===== src/rtl/conv_pkg.sv =====
// Shared definitions for the convolution line-buffer blocks.
package conv_pkg;

   localparam int PIXEL_W       = 8;
   localparam int IMAGE_MAX_W   = 64;
   localparam int LBN_LINES_MAX = 8;

   typedef logic [PIXEL_W-1:0]        pixel_t;
   typedef pixel_t [LBN_LINES_MAX-1:0] lbn_col_t;

   // Bank holding the line written k+1 lines before the one in bank wbank.
   function automatic int unsigned tap_bank(input int unsigned wbank,
                                            input int unsigned k,
                                            input int unsigned lines_n);
      return (wbank + 2 * lines_n - 1 - k) % lines_n;
   endfunction

endpackage


===== src/rtl/generic_bram.sv =====
// Single-port block RAM with registered read; contents are never reset.
module generic_bram #(
   parameter int    WORD_W    = 8,
   parameter int    WORDS_N   = 64,
   parameter int    ADDR_W    = 6,
   parameter bit    HOLD_DOUT = 1'b1,
   parameter string COLLISION = "DEFER_WRITE"
) (
   input  logic              clk,
   input  logic              en,
   input  logic              we,
   input  logic [ADDR_W-1:0] addr,
   input  logic [WORD_W-1:0] din,
   output logic [WORD_W-1:0] dout
);

   logic [WORD_W-1:0] mem [WORDS_N];

   always_ff @(posedge clk) begin
      if (en) begin
         // DEFER_WRITE returns the old word when reading the slot being written.
         if (we && (COLLISION != "DEFER_WRITE"))
            dout <= din;
         else
            dout <= mem[addr];
         if (we)
            mem[addr] <= din;
      end else if (!HOLD_DOUT) begin
         dout <= '0;
      end
   end

endmodule


===== src/rtl/conv_cntrl_lbn_fpga.sv =====
// Line buffer: delivers a vertical column of the previous LINES_N lines per pushed pixel.
module conv_cntrl_lbn_fpga #(
   parameter int PIXEL_W     = conv_pkg::PIXEL_W,
   parameter int IMAGE_MAX_W = conv_pkg::IMAGE_MAX_W,
   parameter int LINES_N     = 2
) (
   input  logic                            clk,
   input  logic                            rst,
   input  logic                            push_i,
   input  logic [PIXEL_W-1:0]              dat_i,
   input  logic                            sof_i,
   input  logic                            eol_i,
   output logic [LINES_N-1:0][PIXEL_W-1:0] col_o,
   output logic [LINES_N-1:0]              tap_vld_o,
   output logic                            col_vld_o,
   output logic                            ovf_o
);

   import conv_pkg::*;

   localparam int AW = (IMAGE_MAX_W > 1) ? $clog2(IMAGE_MAX_W) : 1;
   localparam int BW = (LINES_N > 1) ? $clog2(LINES_N) : 1;
   localparam logic [AW-1:0] ADDR_LAST = AW'(IMAGE_MAX_W - 1);

   logic [AW-1:0] addr_r, waddr, addr_nxt;
   logic [BW-1:0] wbank, wbank_eff, wbank_nxt;
   logic [3:0]    lines_done, lines_eff, lines_nxt;
   logic          sat_r, ovf_evt, wr;

   logic [LINES_N-1:0][PIXEL_W-1:0] rd_dat;

   logic               vld_p0, sof_p0, ovf_p0;
   logic [LINES_N-1:0] tap_p0;
   logic [BW-1:0]      sel_p0 [LINES_N];

   // A push with sof behaves as if the counters were already cleared.
   always_comb begin
      wr        = push_i & ~rst;
      waddr     = sof_i ? '0 : addr_r;
      wbank_eff = sof_i ? '0 : wbank;
      lines_eff = sof_i ? '0 : lines_done;
      if (eol_i)
         addr_nxt = '0;
      else if (waddr == ADDR_LAST)
         addr_nxt = waddr;
      else
         addr_nxt = waddr + 1'b1;
      if (eol_i)
         wbank_nxt = (wbank_eff == BW'(LINES_N - 1)) ? '0 : wbank_eff + 1'b1;
      else
         wbank_nxt = wbank_eff;
      lines_nxt = (eol_i && (lines_eff < 4'(LINES_N))) ? lines_eff + 1'b1 : lines_eff;
      ovf_evt   = push_i & ~sof_i & sat_r;
   end

   always_ff @(posedge clk) begin
      if (rst) begin
         addr_r     <= '0;
         wbank      <= '0;
         lines_done <= '0;
         sat_r      <= 1'b0;
      end else if (push_i) begin
         addr_r     <= addr_nxt;
         wbank      <= wbank_nxt;
         lines_done <= lines_nxt;
         sat_r      <= ~eol_i & (waddr == ADDR_LAST);
      end
   end

   for (genvar b = 0; b < LINES_N; b++) begin : g_bank
      generic_bram #(
         .WORD_W    (PIXEL_W),
         .WORDS_N   (IMAGE_MAX_W),
         .ADDR_W    (AW),
         .HOLD_DOUT (1'b1),
         .COLLISION ("DEFER_WRITE")
      ) u_bram (
         .clk  (clk),
         .en   (wr),
         .we   (wr && (wbank_eff == BW'(b))),
         .addr (waddr),
         .din  (dat_i),
         .dout (rd_dat[b])
      );
   end

   // Stage p0: BRAM read in flight; bank mapping and tap validity travel with it.
   always_ff @(posedge clk) begin
      if (rst) begin
         vld_p0 <= 1'b0;
         sof_p0 <= 1'b0;
         ovf_p0 <= 1'b0;
         tap_p0 <= '0;
         for (int k = 0; k < LINES_N; k++) sel_p0[k] <= '0;
      end else begin
         vld_p0 <= push_i;
         sof_p0 <= push_i & sof_i;
         ovf_p0 <= ovf_evt;
         if (push_i) begin
            for (int k = 0; k < LINES_N; k++) begin
               tap_p0[k] <= (32'(lines_eff) > k);
               sel_p0[k] <= BW'(tap_bank(32'(wbank_eff), k, LINES_N));
            end
         end
      end
   end

   // Stage p1: output register, holds while no new column arrives.
   always_ff @(posedge clk) begin
      if (rst) begin
         col_vld_o <= 1'b0;
         tap_vld_o <= '0;
         col_o     <= '0;
         ovf_o     <= 1'b0;
      end else begin
         col_vld_o <= vld_p0;
         ovf_o     <= (ovf_o & ~sof_p0) | ovf_p0;
         if (vld_p0) begin
            tap_vld_o <= tap_p0;
            for (int k = 0; k < LINES_N; k++) col_o[k] <= rd_dat[sel_p0[k]];
         end
      end
   end

endmodule

===== config.mk =====
export PLATFORM = sky130hd
export DESIGN_NAME = conv_cntrl_lbn_fpga
export DESIGN_NICKNAME = d
export VERILOG_FILES = /design/src/rtl/conv_pkg.sv /design/src/rtl/generic_bram.sv /design/src/rtl/conv_cntrl_lbn_fpga.sv
export SDC_FILE = /design/constraint.sdc
export NUM_CORES = 1
export LEC_CHECK = 0
export CORE_ASPECT_RATIO = 0.75
export CORE_MARGIN = 10
export CORE_UTILIZATION = 38
export DETAILED_ROUTE_END_ITERATION = 6
export DONT_BUFFER_PORTS = 1
export PLACE_DENSITY = 0.5
export SLEW_MARGIN = 0
export SYNTH_ARGS = -nofsm -noshare
export SYNTH_HDL_FRONTEND = slang
export SYNTH_SLANG_ARGS = --single-unit

===== constraint.sdc =====
create_clock -name clk -period 3.8 [get_ports clk]
set_clock_uncertainty 0.1 [all_clocks]
set_input_delay 0.76 -clock clk [delete_from_list [all_inputs] [get_ports clk]]
set_output_delay 0.76 -clock clk [all_outputs]
set_load 0.01 [all_outputs]

==> summary.md <==
| Metric | Value |
|---|---|
| Outcome | complete, but fails checks |
| Violated checks | design-rule violations |
| Post-synthesis compound-gate area fraction | 0.108 |
| Placeable Area | 110000 um^2 |
| Tmin final | 3.60 ns |
| Asr flop ratio synth | 0 |
| Hold Path Class | input port to flop |
| RD Place Congestion | 0.903 |
| Startpoint Class | flop |
| Antenna violations before repair | 5 |
| Leading cell type in the layout, fill and taps excluded | edfxtp_1 |
| Crit. End Element | flop |
| Initial Util | 0.384 |
| Max-slew headroom | 0.139 |
| CTS Buf Count | 103 |
| Final hold vios | 0 |
| Main combinational cell family by area after synthesis | compound AO/OA/AOI/OAI gates |
| Largest stage delay, worst path | 0.77 ns |
| CP max-delay cell | a211oi_1 |
| Yosys warns | 0 |
| Via density per instance | 6.11 |
| Final net count | 2832 |
| Seq/Total Area, Yosys | 0.759 |
| Cell family with most CP delay | compound AO/OA/AOI/OAI gates |
| Layout fillers | 9671 |
| Vias in the first global route | 25.8k |
| Final ANT Viol Nets | 0 |
| Syn Nets | 2605 |
| CP Class | flop to flop |
| Synth Register Bits | 1079 |
| CP Max Fanout | 40 |
| Endpoints failing setup | 0 |
| First-pass GRT wire length | 206000 um |
| RSZ-0062 raised after global routing | false |
| EDFF count, synth | 1042 |
| Initial drt markers | 3726 |
| Pre-CTS WS | 0.198 ns |
| Synth Cell Area | 42200 um^2 |
| Post-synthesis xor/xnor area fraction | 0.000208 |
| Port-buffer cells | 0 |
| Die Footprint | 125000 um^2 |
| Final hold slack | 0.0505 ns |
| Most frequent cells in the layout | edfxtp_1, buf_4, nor2_1 |
| Post-synthesis mux area share | 0.0632 |
| Post-layout power | 23.9 mW |
| Setup TNS | 0 ns |
| Die Span Y | 309 um |
| Bufs and invs on worst path | 2 |
| Synth Area per Inst | 16.3 um^2 |
| Power Dens Cells | 489 nW/um^2 |
| Via Count | 26.6k |
| Number of max-cap violations | 0 |
| Synth Area in Simple Gates | 0.0451 |
| Chip width | 405 um |
| Gate Count Post-Synth | 2588 |
| Slew at the pin closest to its max-slew limit | 1.28 ns |
| Share of cells above drive strength 1 | 0.179 |
| Cell variety after synth | 74 |
| Max-slew violation count | 0 |
| Final period utilization | 0.949 |
| Clk Tree Root Cell | clkbuf_16 |
| Post-Route WL | 149000 um |
| CTS max path bufs | 3 |
| Setup ws final | 0.195 ns |
| Total congestion overflow | 0 |
| CP arrival | 3.92 ns |
| Row count | 105 |
| Layout Utilization | 0.445 |
| Drt drc | 13 |
| Adder-cell area share of the yosys netlist | 0.00119 |
| Worst-Skew Late Latency | 0.70 ns |
| Critical Path, Cell by Cell | buf_12, buf_4, mux2_2, a222oi_1, a21oi_1, a211oi_1, nand4_1 |
| Largest net degree at the start of global routing | 129 |
| All-layer global routing usage | 0.233 |
| TritonRoute pass-1 iters | 7 |
| Top FF cell, synth | edfxtp_1 |
| TritonCTS clock tree | yes |
| P&R area growth vs syn | 15.9% |
| Crit path required time | 4.12 ns |
| Number of H-tree levels | 3 |
| Io pins | 33 |
| Worst-path clk slew | 0.06 ns |
| Leak | 15.6 nW |
| IR drop worst, VDD | 0.371 mV |
| Clock sinks | 1079 |
| Hpwl dp | 93700 um |
| Routed wire per std cell | 34.2 um |
| Fmax | 277 MHz |
-- synth_stat cells (23+ instances only) --
cell      instances  area share
buf_1            23      0.0020
mux2_2           35      0.0093
a21oi_1         113       0.013
o22ai_1          83       0.012
a211oi_1         30      0.0053
nand2_1          84      0.0075
a22oi_1         111       0.020
a221oi_1         28      0.0058
nor2_1          228       0.020
a222oi_1         24      0.0057
buf_2            55      0.0065
clkbuf_1         61      0.0054
dfxtp_1          37       0.018
a22o_1           58       0.012
mux2i_1         211       0.050
edfxtp_1       1042        0.74
o21ai_0          74      0.0088
-- per-stage QoR --
stage                     area, um^2  std cells
final                          48900       4347
after global routing           48900       4344
after CTS                      48900       4344
after detailed placement       45500       4153
after global placement         45500       4153
after floorplan                42200       2588
-- layout make-up --
cell class,count,area (um^2),area share
flip-flops and latches,1079,32000,0.655
clock inverters,66,651,0.0133
well taps,1444,1810,0.0369
diodes,3,7.51,0.000154
repair buffers,295,2390,0.0489
multi-input cells,1324,9260,0.189
clock buffers,124,2700,0.0552
inverters,12,45.0,0.000921
-- sequential cells by signal (all words and copies together) (netlist names), 2 cells and up --
name                flops
g_bank.u_bram.mem    1024
col_o                  16
g_bank.u_bram.dout     16
addr_r                  6
lines_done              4
sel_p0                  2
tap_p0                  2
tap_vld_o               2
-- cells by family after synthesis --
kind of cell             after synthesis
AND/OR/NAND/NOR                      424
AO/OA/AOI/OAI                        642
XOR/XNOR                               1
adder cells (fa/ha/maj)                4
flip-flops                          1079
multiplexers                         253
buffers and inverters                185
-- where the power goes --
part | leakage, nW | total, mW | internal (mW) | switching (mW)
Sequential | 9.68 | 13.1 | 13.1 | 0.0467
Combinational | 4.25 | 0.415 | 0.142 | 0.274
Clock | 1.64 | 10.4 | 5.87 | 4.54
Total | 15.6 | 23.9 | 19.1 | 4.86
-- routing by layer --
layer	track usage	share of wire	vias to the layer above
met5	0	0.00016	-
met4	0.0683	0.031	4
met3	0.0697	0.12	272
met2	0.343	0.43	1681
met1	0.332	0.42	13700
li1	-	-	10900
-- timing repair --
action                                 4_1_cts  5_1_grt
hold buffers                                 1        0
endpoints found under the hold margin       25        0
setup buffers                                0        0
resized for setup                            0        0
-- path summary, 6_finish.rpt --
path	end	from	slack (ns)	cells after the start
worst min-delay path	col_o[6]$_SDFFE_PP0P_	rst	0.05	1
worst min register to register	sat_r$_SDFFE_PP0P_	sat_r$_SDFFE_PP0P_	0.36	2
worst max-delay path	g_bank[0].u_bram.dout[6]$_DFFE_PP_	addr_r[0]$_SDFFE_PP0P_	0.20	7
worst max register to register	g_bank[0].u_bram.dout[6]$_DFFE_PP_	addr_r[0]$_SDFFE_PP0P_	0.20	7
(Power assumes the default switching activity.)
